$ cat src/rtl/load_store_unit.sv
// rtl/load_store_unit.sv - RV32I load/store unit driving a word-only data memory
//
// Purpose:
//   Turns LB/LH/LW/LBU/LHU/SB/SH/SW requests into word-aligned memory
//   accesses. It extracts and extends the addressed lane on loads, and it
//   performs a read-modify-write for sub-word stores. Misaligned, illegal
//   and out-of-range requests are rejected before they reach memory.
//
// Ports:
//   Clk, reset          clock, synchronous active-high reset
//   Req / Ready         request handshake (accept on Req && Ready)
//   IsStore, Funct3     operation select
//   Addr, StoreData     byte address, store source (rs2)
//   Done, Fault         one-cycle completion pulse, rejection flag
//   LoadData            extended load result, held between loads
//   MemAddress, MemWriteData, MemWrite, MemRead, MemReadData
//                       word-wide data memory port (combinational read)

module load_store_unit #(
    parameter int unsigned MEM_BYTES = 128
) (
    input  logic        Clk,
    input  logic        reset,
    input  logic        Req,
    output logic        Ready,
    input  logic        IsStore,
    input  logic [2:0]  Funct3,
    input  logic [31:0] Addr,
    input  logic [31:0] StoreData,
    output logic        Done,
    output logic        Fault,
    output logic [31:0] LoadData,
    output logic [31:0] MemAddress,
    output logic [31:0] MemWriteData,
    output logic        MemWrite,
    output logic        MemRead,
    input  logic [31:0] MemReadData
);

    typedef enum logic [2:0] {
        S_IDLE     = 3'd0,
        S_LOAD     = 3'd1,
        S_RMW_READ = 3'd2,
        S_WRITE    = 3'd3,
        S_RESP     = 3'd4
    } state_t;

    state_t      r_state;
    state_t      w_next;

    logic [2:0]  r_funct3;
    logic [31:0] r_addr;
    logic [31:0] r_store_data;
    logic        r_fault;
    logic [31:0] r_merged;
    logic [31:0] r_load_data;

    logic        w_accept;
    logic        w_bad_f3;
    logic        w_misaligned;
    logic        w_out_of_range;
    logic        w_fault;
    logic [7:0]  w_byte;
    logic [15:0] w_half;
    logic [31:0] w_load_ext;
    logic [31:0] w_merged;

    assign w_accept = Req && Ready;

    // Request checks, evaluated on the live inputs so the decision is
    // ready at the accept edge.
    always_comb begin
        w_bad_f3     = 1'b0;
        w_misaligned = 1'b0;
        if (IsStore) begin
            w_bad_f3 = !((Funct3 == 3'b000) || (Funct3 == 3'b001) || (Funct3 == 3'b010));
        end else begin
            w_bad_f3 = (Funct3 == 3'b011) || (Funct3[2:1] == 2'b11);
        end
        // Funct3[1:0] encodes access size for every legal op (00 byte,
        // 01 half, 10 word); illegal codes are already faulted above.
        case (Funct3[1:0])
            2'b01:   w_misaligned = Addr[0];
            2'b10:   w_misaligned = (Addr[1:0] != 2'b00);
            default: w_misaligned = 1'b0;
        endcase
        w_out_of_range = (Addr >= 32'(MEM_BYTES));
        w_fault        = w_bad_f3 || w_misaligned || w_out_of_range;
    end

    // Lane extraction from the word returned by memory.
    always_comb begin
        case (r_addr[1:0])
            2'b00:   w_byte = MemReadData[7:0];
            2'b01:   w_byte = MemReadData[15:8];
            2'b10:   w_byte = MemReadData[23:16];
            default: w_byte = MemReadData[31:24];
        endcase
        w_half = r_addr[1] ? MemReadData[31:16] : MemReadData[15:0];
        case (r_funct3)
            3'b000:  w_load_ext = {{24{w_byte[7]}}, w_byte};
            3'b001:  w_load_ext = {{16{w_half[15]}}, w_half};
            3'b100:  w_load_ext = {24'd0, w_byte};
            3'b101:  w_load_ext = {16'd0, w_half};
            default: w_load_ext = MemReadData;
        endcase
    end

    // Merge the store lane into the word read back during RMW_READ.
    always_comb begin
        w_merged = MemReadData;
        if (r_funct3[1:0] == 2'b00) begin
            w_merged[{r_addr[1:0], 3'b000} +: 8] = r_store_data[7:0];
        end else begin
            w_merged[{r_addr[1], 4'b0000} +: 16] = r_store_data[15:0];
        end
    end

    // FSM: state register
    always_ff @(posedge Clk) begin
        if (reset) begin
            r_state <= S_IDLE;
        end else begin
            r_state <= w_next;
        end
    end

    // FSM: next state
    always_comb begin
        w_next = r_state;
        case (r_state)
            S_IDLE: begin
                if (w_accept) begin
                    if (w_fault) begin
                        w_next = S_RESP;
                    end else if (!IsStore) begin
                        w_next = S_LOAD;
                    end else if (Funct3 == 3'b010) begin
                        w_next = S_WRITE;
                    end else begin
                        w_next = S_RMW_READ;
                    end
                end
            end
            S_LOAD:     w_next = S_RESP;
            S_RMW_READ: w_next = S_WRITE;
            S_WRITE:    w_next = S_RESP;
            S_RESP:     w_next = S_IDLE;
            default:    w_next = S_IDLE;
        endcase
    end

    // FSM: outputs. Memory strobes and the response are gated by reset so
    // an aborted access can never commit or complete.
    always_comb begin
        Ready        = (r_state == S_IDLE) && !reset;
        MemRead      = ((r_state == S_LOAD) || (r_state == S_RMW_READ)) && !reset;
        MemWrite     = (r_state == S_WRITE) && !reset;
        MemWriteData = 32'd0;
        if (MemWrite) begin
            MemWriteData = (r_funct3[1:0] == 2'b10) ? r_store_data : r_merged;
        end
        Done         = (r_state == S_RESP) && !reset;
        Fault        = (r_state == S_RESP) && r_fault && !reset;
    end

    // Datapath registers
    always_ff @(posedge Clk) begin
        if (reset) begin
            r_funct3     <= 3'd0;
            r_addr       <= 32'd0;
            r_store_data <= 32'd0;
            r_fault      <= 1'b0;
            r_merged     <= 32'd0;
            r_load_data  <= 32'd0;
        end else begin
            if (w_accept) begin
                r_funct3     <= Funct3;
                r_addr       <= Addr;
                r_store_data <= StoreData;
                r_fault      <= w_fault;
            end
            if (r_state == S_LOAD) begin
                r_load_data <= w_load_ext;
            end
            if (r_state == S_RMW_READ) begin
                r_merged <= w_merged;
            end
        end
    end

    assign LoadData   = r_load_data;
    assign MemAddress = {r_addr[31:2], 2'b00};

endmodule

$ cat config.mk
export PLATFORM = sky130hd
export DESIGN_NAME = load_store_unit
export DESIGN_NICKNAME = d
export VERILOG_FILES = /design/src/rtl/load_store_unit.sv
export SDC_FILE = /design/constraint.sdc
export NUM_CORES = 1
export LEC_CHECK = 0
export CAP_MARGIN = 20
export CORE_MARGIN = 2
export CORE_UTILIZATION = 48
export DETAILED_ROUTE_END_ITERATION = 7
export PLACE_DENSITY = 0.81
export SLEW_MARGIN = 5
export SYNTH_ARGS = -nofsm -noshare
export SYNTH_HDL_FRONTEND = slang
export SYNTH_SLANG_ARGS = --single-unit
$ cat constraint.sdc
create_clock -name Clk -period 3.36 [get_ports Clk]
set_clock_uncertainty 0.05 [all_clocks]
set_input_delay 0.672 -clock Clk [delete_from_list [all_inputs] [get_ports Clk]]
set_output_delay 0.672 -clock Clk [all_outputs]
set_load 0.02 [all_outputs]
==> results.json, run 1 <==
{
  "tritoncts.num_buffers": 17,
  "global_route.usage.total": 0.279,
  "avgSynthCellArea_um2": 7.87,
  "postPlaceCellArea_mm2": 0.00888,
  "cap_viol_max_count": 0,
  "power.leakage_nw": 3.49,
  "drc": 0,
  "die-height_um": 126,
  "cts.sinks": 135,
  "design.die.area_mm2": 0.0158,
  "route.vias.total": 7101,
  "final_critical_path_required_period_ps": 3250,
  "final_critical_path_setup_slack_ps": 110,
  "drt_first_iter_violations": 654,
  "area_growth_syn_to_layout_pct": 34.0,
  "timing.setup.critical_path_class": "reg -> out",
  "pin_count": 204,
  "maxClockFrequency_ghz": 0.308,
  "syn_inst": 901,
  "clock_pin_slew_on_the_worst_setup_and_hold_paths_ps": 60,
  "post-place-cells": 1196,
  "post-route-cell-area_mm2": 0.00950,
  "status": "finished clean",
  "grt_max_degree": 91,
  "place_ws_ps": 136,
  "core.rowCount": 44,
  "dieWidth_um": 126,
  "cts-root-to-sink-buffers": 2,
  "ant_diodes": 0,
  "timing.final.hold_violations": 0,
  "routed_wire_per_std_cell_um": 18.4,
  "vias_in_the_first_global_route": 6662,
  "ir_drop_uv": 377,
  "numPortBuffers": 201,
  "layout_cells_sized_above_1": 0.0613,
  "drtAntennaViolNets": 0,
  "cts-hold-fix-buffers": 0,
  "detail_route.first_pass.iterations": 5,
  "timing.hold.worst.class": "reg -> reg",
  "mappedNetlistArea_mm2": 0.00709,
  "power_density_mw_per_mm2": 451,
  "top_cells_by_area_synth": "sky130_fd_sc_hd__dfxtp_1, sky130_fd_sc_hd__nand2_1, sky130_fd_sc_hd__nand3b_1",
  "worst_slew_margin_rel": 0.311,
  "root_driver": "sky130_fd_sc_hd__clkbuf_16",
  "report.final.slew_viol_count": 0,
  "detailed_place_hpwl_mm": 15.5,
  "yosys.cell_types.count": 56,
  "crit_path_start_kind": "flip-flop",
  "worstMarginPinSlew_ps": 1030,
  "yosysSeqAreaShare": 0.381,
  "post_drt_via_cell_ratio": 5.78,
  "synth-edff-count": 0,
  "postSynth.topFlopCell": "sky130_fd_sc_hd__dfxtp_1",
  "synthArstFlopShare": 0,
  "grt.overflow.total": 0,
  "timing.final.crit_share": 0.967,
  "finish.net_count": 1144,
  "start_util": 0.490,
  "ys_warn_count": 0,
  "instances_no_fill": 1228,
  "worstSkewPairLatency_ps": 430,
  "cp-end-kind": "primary output",
  "fin_setup_tns_ps": 0,
  "cts_tree": "built",
  "synth_top_area_cell": "sky130_fd_sc_hd__dfxtp_1",
  "htreeDepth": 4,
  "drt-total-wl_mm": 22.6,
  "grt_pass1_wl_mm": 35.4,
  "arrival_ps": 2530,
  "postSynthRegisterBits": 135,
  "coreArea_mm2": 0.0145,
  "finalSetupViolations": 0,
  "critical_path_required_ps": 2640,
  "finalWeightedCongestion": 0.881,
  "synth_largest_type_area_fraction": 0.381,
  "antenna_violations_before_repair": 0,
  "setup_repair_after_global_routing_missed_its_margin": "no",
  "worst-path-max-fanout": 33
}
[path summary, 6_finish.rpt]
| check | from | to | slack [ps] | cells after the start |
|---|---|---|---|---|
| max | r_state[0] | MemWriteData[13] | 110 | 4 |
| min | r_addr[10] | r_addr[10] | 420 | 2 |
| max reg2reg | r_addr[1] | r_merged[9] | 750 | 6 |
| min reg2reg | r_addr[10] | r_addr[10] | 420 | 2 |
[flip-flops by register name, summed over array words and instances, names as in the netlist]
signal and cells:
LoadData 32, r_addr 32, r_fault 1, r_funct3 3, r_merged 32, r_state 3
r_store_data 32
[placed cells by master, fill, tap and decap left out, drive strengths merged, types with 3 or more instances in the layout]
master / count
nand2b: 5
o22ai: 5
clkinv: 6
inv: 19
nor4: 7
o31ai: 19
nor4b: 4
nor2: 47
and2: 11
nor3: 21
nor2b: 11
ha: 10
nand3b: 89
clkbuf: 17
a22oi: 8
a211oi: 44
a221oi: 41
a21oi: 38
o21ai: 17
bufinv: 3
o211ai: 4
dfxtp: 135
o2bb2ai: 4
clkdlybuf4s50: 200
buf: 16
nand2: 232
a22o: 3
nand3: 4
[logic make-up (layout without fill, tap and decap cells)]
logic type / Yosys count / in the layout / synth area share
buffers and inverters: 121 / 263 / 0.0914
multiplexers: 2 / 2 / 0.00282
AO/OA/AOI/OAI: 191 / 191 / 0.196
flip-flops: 135 / 135 / 0.381
XOR/XNOR: 1 / 1 / 0.00123
adder cells (fa/ha/maj): 10 / 10 / 0.0176
AND/OR/NAND/NOR: 440 / 440 / 0.309
other: 1 / 2 / 0.000529
[Yosys cell counts, types with 5 or more instances]
| master | instances |
|---|---|
| sky130_fd_sc_hd__o21ai_0 | 13 |
| sky130_fd_sc_hd__nor2b_1 | 11 |
| sky130_fd_sc_hd__ha_1 | 10 |
| sky130_fd_sc_hd__nand2b_1 | 5 |
| sky130_fd_sc_hd__nor3_1 | 20 |
| sky130_fd_sc_hd__a221oi_1 | 41 |
| sky130_fd_sc_hd__a22oi_1 | 8 |
| sky130_fd_sc_hd__a211oi_1 | 42 |
| sky130_fd_sc_hd__clkbuf_1 | 38 |
| sky130_fd_sc_hd__a21oi_1 | 38 |
| sky130_fd_sc_hd__nand3b_1 | 89 |
| sky130_fd_sc_hd__nand2_1 | 232 |
| sky130_fd_sc_hd__and2_1 | 11 |
| sky130_fd_sc_hd__o31ai_1 | 19 |
| sky130_fd_sc_hd__dfxtp_1 | 135 |
| sky130_fd_sc_hd__buf_2 | 29 |
| sky130_fd_sc_hd__nor4_1 | 5 |
| sky130_fd_sc_hd__buf_4 | 34 |
| sky130_fd_sc_hd__nor2_1 | 46 |
| sky130_fd_sc_hd__inv_1 | 14 |
[power breakdown]
part / internal (W) / switching [W]
clock network: 0.00118 / 0.000765
logic: 0.000283 / 0.000340
registers: 0.00166 / 0.0000550
total: 0.00313 / 0.00116
[stage by stage]
| step | total power (W) | util | hold slack (ps) |
|---|---|---|---|
| 4_1_cts | 0.00430 | 0.656 | 421 |
| 2_1_floorplan | 0.00211 | - | 399 |
| 3_5_place_dp | 0.00236 | 0.613 | 410 |
| 3_3_place_gp | 0.00235 | 0.613 | 401 |
| 5_1_grt | 0.00445 | 0.656 | 440 |
| 6_report | 0.00429 | 0.656 | 422 |
[critical path, cell delays in order, from the launching register on]
cell and delay, ps:
sky130_fd_sc_hd__dfxtp_1 470, sky130_fd_sc_hd__nand2b_1 160, sky130_fd_sc_hd__or3b_4 570, sky130_fd_sc_hd__a21oi_1 240, sky130_fd_sc_hd__clkdlybuf4s50_1 640
[routing by layer]
layer  vias to the layer above  track usage  share of wire
met5                         -            0              0
met3                        50       0.0860          0.080
met1                      3354        0.349           0.41
met4                         0        0.101          0.027
met2                       287        0.455           0.48
li1                       3410            -              -
[area by class of cell]
cell class	count	area [um2]
timing repair buffer	216	2140
tap	184	230
inverter	15	56.3
clock inverter	15	193
sequential	135	2700
fill	1240	4970
clock buffer	17	425
multi-input combinational	646	3760
[what timing repair did]
action,in CTS,in global routing
buffers inserted,0,0
resized for setup,1,1
endpoints found under the setup margin,32,8
pin swaps,0,0
Power figures use the tool's default switching activity.
==> run 2: changes to the inputs <==
GPL_TIMING_DRIVEN = 0   (was not set)
==> run 2 against run 1 <==
Maximum frequency about the same. Total power decreased by 1.6%. Count of clock-buffer cells in the layout grew 3. Highest routed layer unchanged. Combinational power increased by 11%. Routed wire length grew 9.2%. Largest cell class unchanged. First-iteration DRC count rose by 35%. Cell area increased by 4.6%.
==> results.json, run 2 (synthesis gave the netlist of run 1 again) <==
{
  "status": "finished clean",
  "setup_repair_after_global_routing_missed_its_margin": "yes",
  "drc": 0,
  "antenna_violations_before_repair": 1,
  "worst-r2r-setup-slack_ps": 170,
  "tritoncts.num_buffers": 17,
  "start_util": 0.490,
  "global_route.usage.total": 0.312,
  "post-route-cell-area_mm2": 0.00994,
  "dieWidth_um": 126,
  "timing.hold.worst.class": "reg -> reg",
  "regArea_mm2": 0.00270,
  "drt-total-wl_mm": 24.6,
  "design.die.area_mm2": 0.0158,
  "total_power_w": 0.00422,
  "timing.setup.critical_path_class": "reg -> out",
  "power_density_mw_per_mm2": 424,
  "timing.rr.start": "r_addr[1]",
  "cts.sinks": 135,
  "cap_viol_max_count": 0,
  "clock_pin_slew_on_the_worst_setup_and_hold_paths_ps": 60,
  "grt_max_degree": 17,
  "ant_diodes": 0,
  "detail_route.first_pass.iterations": 6,
  "finalWeightedCongestion": 0.965,
  "fin_setup_tns_ps": 0,
  "final_critical_path_required_period_ps": 3250,
  "core.rowCount": 44,
  "detailed_place_hpwl_mm": 18.2,
  "worst_slew_margin_rel": 0.467,
  "cts-root-to-sink-buffers": 2,
  "drtAntennaViolNets": 0,
  "layout_cells_sized_above_1": 0.105,
  "area_growth_syn_to_layout_pct": 40.1,
  "worstMarginPinSlew_ps": 794,
  "postPlaceCellArea_mm2": 0.00933,
  "coreArea_mm2": 0.0145,
  "cts_tree": "built",
  "hold-path-endpoint": "LoadData[8]",
  "holdPathStages": 2,
  "cts.repair_timing.setup_buffer_count": 0,
  "timing.final.hold_violations": 0,
  "route.vias.total": 7559,
  "layout.cells.most_common_list": "sky130_fd_sc_hd__nand2_1, sky130_fd_sc_hd__clkdlybuf4s50_1, sky130_fd_sc_hd__dfxtp_1",
  "finalSetupViolations": 0,
  "drt_first_iter_violations": 882,
  "timing.hold.worst.start": "LoadData[8]",
  "layout_commonest_cell": "sky130_fd_sc_hd__nand2_1",
  "report.final.slew_viol_count": 0,
  "ff2ff_path_depth": 11,
  "ir_drop_uv": 363,
  "routed_wire_per_std_cell_um": 18.7,
  "maxClockFrequency_ghz": 0.308,
  "timing.final.crit_share": 0.966,
  "htreeDepth": 4,
  "filler_cell_count": 1237,
  "critical_path_required_ps": 2640,
  "die-height_um": 126,
  "grt.overflow.total": 0,
  "post-route-util": 0.687,
  "finish.net_count": 1234,
  "pin_count": 204,
  "worstSkewPairLatency_ps": 430,
  "cp-end-kind": "primary output",
  "vias_in_the_first_global_route": 7271,
  "power.leakage_nw": 4.14,
  "r2r-end": "LoadData[22]",
  "root_driver": "sky130_fd_sc_hd__clkbuf_16",
  "arrival_ps": 2530,
  "multiInputGateArea_mm2": 0.00376,
  "post_drt_via_cell_ratio": 5.74,
  "crit_path_start_kind": "flip-flop",
  "cts-hold-fix-buffers": 0,
  "worst-path-max-fanout": 6,
  "numPortBuffers": 200,
  "grt_pass1_wl_mm": 39.3
}
## run 2: cell count changes in the layout (fill, tap and decap cells not counted), moves of 13 or more
| cell | before | now |
|---|---|---|
| sky130_fd_sc_hd__buf_2 | 0 | 29 |
| sky130_fd_sc_hd__buf_4 | 14 | 34 |
| sky130_fd_sc_hd__dlygate4sd2_1 | 0 | 13 |
| sky130_fd_sc_hd__clkbuf_1 | 0 | 33 |
| sky130_fd_sc_hd__clkdlybuf4s50_1 | 200 | 171 |
| sky130_fd_sc_hd__dlymetal6s2s_1 | 0 | 16 |
## run 2: report_power, final
group	switching, W	internal, W	total (W)
combinational	0.000371	0.000320	0.000691
clock	0.000734	0.00107	0.00180
sequential	0.0000604	0.00166	0.00172
total	0.00117	0.00305	0.00422
## run 2: area by class of cell
cell class                      count  area share
Clock buffer                       20      0.0469
Tap cell                          184      0.0232
Clock inverter                     12      0.0101
Inverter                           15     0.00566
Multi-Input combinational cell    646       0.378
Timing Repair Buffer              200       0.204
Sequential cell                   135       0.272
Buffer                            106      0.0602
## run 2: through the flow
stage          hold WS (ps)  cells  setup slack, ps
2_1_floorplan           399    902              672
3_3_place_gp            399   1286              113
3_5_place_dp            407   1286              104
4_1_cts                 415   1318             3.43
5_1_grt                 443   1318            -36.2
6_report                414   1318              113
## run 2: how the worst max path moves through the flow
stage                            from               end  slack, ps  cells after the start
after floorplan                 reset             Fault        670                      3
after global placement          reset  MemWriteData[10]        110                      6
after detailed placement        reset   MemWriteData[8]        100                      6
after CTS                  r_state[0]   MemWriteData[5]          3                      6
after global routing      r_funct3[1]   MemWriteData[1]        -40                      6
final                      r_state[2]  MemWriteData[31]        110                      5
## run 2: routing by layer
layer / GRT usage / vias to the layer above / part of all wire
met5: 0 / - / 0
met4: 0.119 / 0 / 0.030
met3: 0.0852 / 66 / 0.093
met2: 0.492 / 408 / 0.46
met1: 0.409 / 3505 / 0.42
li1: - / 3580 / -
## run 2: critical path: stages (launching register included)
cell and delay [ps]:
sky130_fd_sc_hd__dfxtp_1 370, sky130_fd_sc_hd__nand2b_1 210, sky130_fd_sc_hd__or3b_2 440, sky130_fd_sc_hd__buf_2 210
sky130_fd_sc_hd__a21oi_1 210, sky130_fd_sc_hd__clkdlybuf4s50_1 640
## run 2: timing repair
item	CTS	global route
setup endpoints to repair	30	25
pin swaps	0	0
resized for setup	17	23
==> run 3: changes to the inputs <==
SETUP_SLACK_MARGIN = 0.2   (was not set)
==> run 3 against run 2 <==
Cell count increased by 0.15%. Combinational power about the same. Register-to-register slack improved by 190 ps. Worst setup slack improved by 170 ps. Non-clock buffer count increased by 2. Via count decreased by 0.61%. Sequential cell count unchanged.
==> results.json, run 3 (synthesis gave the netlist of run 1 again) <==
{
  "layout_commonest_cell": "sky130_fd_sc_hd__nand2_1",
  "pwr-share-clk": 0.427,
  "power_density_mw_per_mm2": 426,
  "tritoncts.num_buffers": 17,
  "design.die.area_mm2": 0.0158,
  "post_drt_via_cell_ratio": 5.69,
  "root_driver": "sky130_fd_sc_hd__clkbuf_16",
  "power.internal_w": 0.00305,
  "critical_path_required_ps": 2640,
  "power.leakage_nw": 3.93,
  "final_critical_path_setup_slack_ps": 285,
  "detailed_place_hpwl_mm": 18.2,
  "status": "finished clean",
  "timing.critical_path.slowest_cell_delay_ps": 440,
  "grt_pass1_wl_mm": 39.3,
  "area_growth_syn_to_layout_pct": 39.5,
  "place_ws_ps": 104,
  "filler_cell_count": 1246,
  "cts.sinks": 135,
  "timing.hold.worst.start": "LoadData[8]",
  "fin_setup_tns_ps": 0,
  "final_critical_path_required_period_ps": 3080,
  "critical_path.startpoint": "r_state[2]",
  "dieWidth_um": 126,
  "htreeDepth": 4,
  "worst-path-max-fanout": 10,
  "path_delay_family": "buffers and inverters",
  "clock_pin_slew_on_the_worst_setup_and_hold_paths_ps": 60,
  "cts_tree": "built",
  "start_util": 0.490,
  "antenna_violations_before_repair": 1,
  "cap_viol_max_count": 0,
  "cts-hold-fix-buffers": 0,
  "setup_repair_after_global_routing_missed_its_margin": "no",
  "ant_diodes": 0,
  "grt_max_degree": 17,
  "finalSetupViolations": 0,
  "power_switching_share": 0.276,
  "worst_slew_margin_rel": 0.481,
  "layout.cells.most_common_list": "sky130_fd_sc_hd__nand2_1, sky130_fd_sc_hd__clkdlybuf4s50_1, sky130_fd_sc_hd__dfxtp_1",
  "pin_count": 204,
  "timing.final.crit_share": 0.915,
  "timing.hold.worst.class": "reg -> reg",
  "ir_drop_uv": 359,
  "layout_cells_sized_above_1": 0.109,
  "postPlaceCellArea_mm2": 0.00933,
  "die-height_um": 126,
  "worstMarginPinSlew_ps": 772,
  "cts-root-to-sink-buffers": 2,
  "post-route-cell-area_mm2": 0.00990,
  "drtAntennaViolNets": 0,
  "detail_route.first_pass.iterations": 5,
  "arrival_ps": 2350,
  "core.rowCount": 44,
  "timing.final.hold_violations": 0,
  "crit_path_start_kind": "flip-flop",
  "report.final.slew_viol_count": 0,
  "grt.overflow.total": 0,
  "numPortBuffers": 200,
  "finish.net_count": 1236,
  "vias_in_the_first_global_route": 7260,
  "route.vias.total": 7513,
  "timing.rr.start": "r_addr[1]",
  "coreArea_mm2": 0.0145,
  "global_route.usage.total": 0.312,
  "p_comb_frac": 0.164,
  "cp-end-kind": "primary output",
  "drt_first_iter_violations": 758,
  "critical_path.slowest_cell": "sky130_fd_sc_hd__or3b_2",
  "maxClockFrequency_ghz": 0.325,
  "routed_wire_per_std_cell_um": 18.7,
  "finalWeightedCongestion": 0.965,
  "drc": 0,
  "share_seq_of_total_power": 0.409,
  "worstSkewPairLatency_ps": 430,
  "switching_power_w": 0.00116,
  "timing.setup.critical_path_class": "reg -> out",
  "drt-total-wl_mm": 24.6,
  "wp_buf_inv": 3,
  "cp_cell_sequence": "nand2b_1 -> or3b_2 -> buf_2 -> buf_6 -> a21oi_1 -> clkdlybuf4s15_1"
}
run 3: changes by cell type in the layout (fill, tap and decap cells not counted), moves of 4 or more:
cell and change:
sky130_fd_sc_hd__clkdlybuf4s50_1 -4, sky130_fd_sc_hd__dlygate4sd2_1 +14, sky130_fd_sc_hd__clkdlybuf4s15_1 +5, sky130_fd_sc_hd__dlymetal6s2s_1 -16
run 3: per-layer routing:
layer / track usage / routed length (um) / share of wire / vias up
met5: 0 / 0 / 0 / -
met4: 0.119 / 706 / 0.029 / 0
met3: 0.0852 / 2450 / 0.099 / 59
met2: 0.492 / 11400 / 0.46 / 403
met1: 0.410 / 10100 / 0.41 / 3470
li1: - / - / - / 3581
run 3: worst paths after layout:
kind / endpoint / slack [ps] / cells after the start
min reg2reg: LoadData[8] / 410 / 2
max reg2reg: LoadData[22] / 360 / 11
max: MemWriteData[11] / 280 / 6
min: LoadData[8] / 410 / 2
run 3: area by class of cell:
class | instances | area (um2) | share of cell area
multi-input cells | 646 | 3760 | 0.380
flip-flops and latches | 135 | 2700 | 0.273
repair buffers | 202 | 1980 | 0.200
plain buffers | 106 | 599 | 0.0605
clock buffers | 20 | 467 | 0.0471
well taps | 184 | 230 | 0.0233
clock inverters | 12 | 100 | 0.0101
inverters | 15 | 56.3 | 0.00569
run 3: power groups by stage:
stage	registers (W)	logic, W	clock network (W)
floorplan	0.00173	0.000378	0
global placement	0.00175	0.000665	0
detailed placement	0.00175	0.000671	0
CTS	0.00172	0.000680	0.00180
global route	0.00173	0.000742	0.00189
finish	0.00172	0.000692	0.00180
run 3: what timing repair did:
item                       4_1_cts  5_1_grt
pin swaps                        0        1
buffers inserted                 0        2
gates resized for setup         40       15
setup endpoints to repair       38       33
run 3: per-stage QoR:
step	total power (W)	instances	hold WS, ps	utilization
6_report	0.00422	1320	413	0.684
2_1_floorplan	0.00211	902	399	-
5_1_grt	0.00436	1320	443	0.684
3_3_place_gp	0.00242	1286	399	0.644
3_5_place_dp	0.00243	1286	407	0.644
4_1_cts	0.00420	1318	415	0.682
run 3: tightest hold or removal path, cell delays in order (launching register included):
cell                       delay, ps
sky130_fd_sc_hd__dfxtp_1         310
sky130_fd_sc_hd__nand2_1          50
sky130_fd_sc_hd__a211oi_1         50
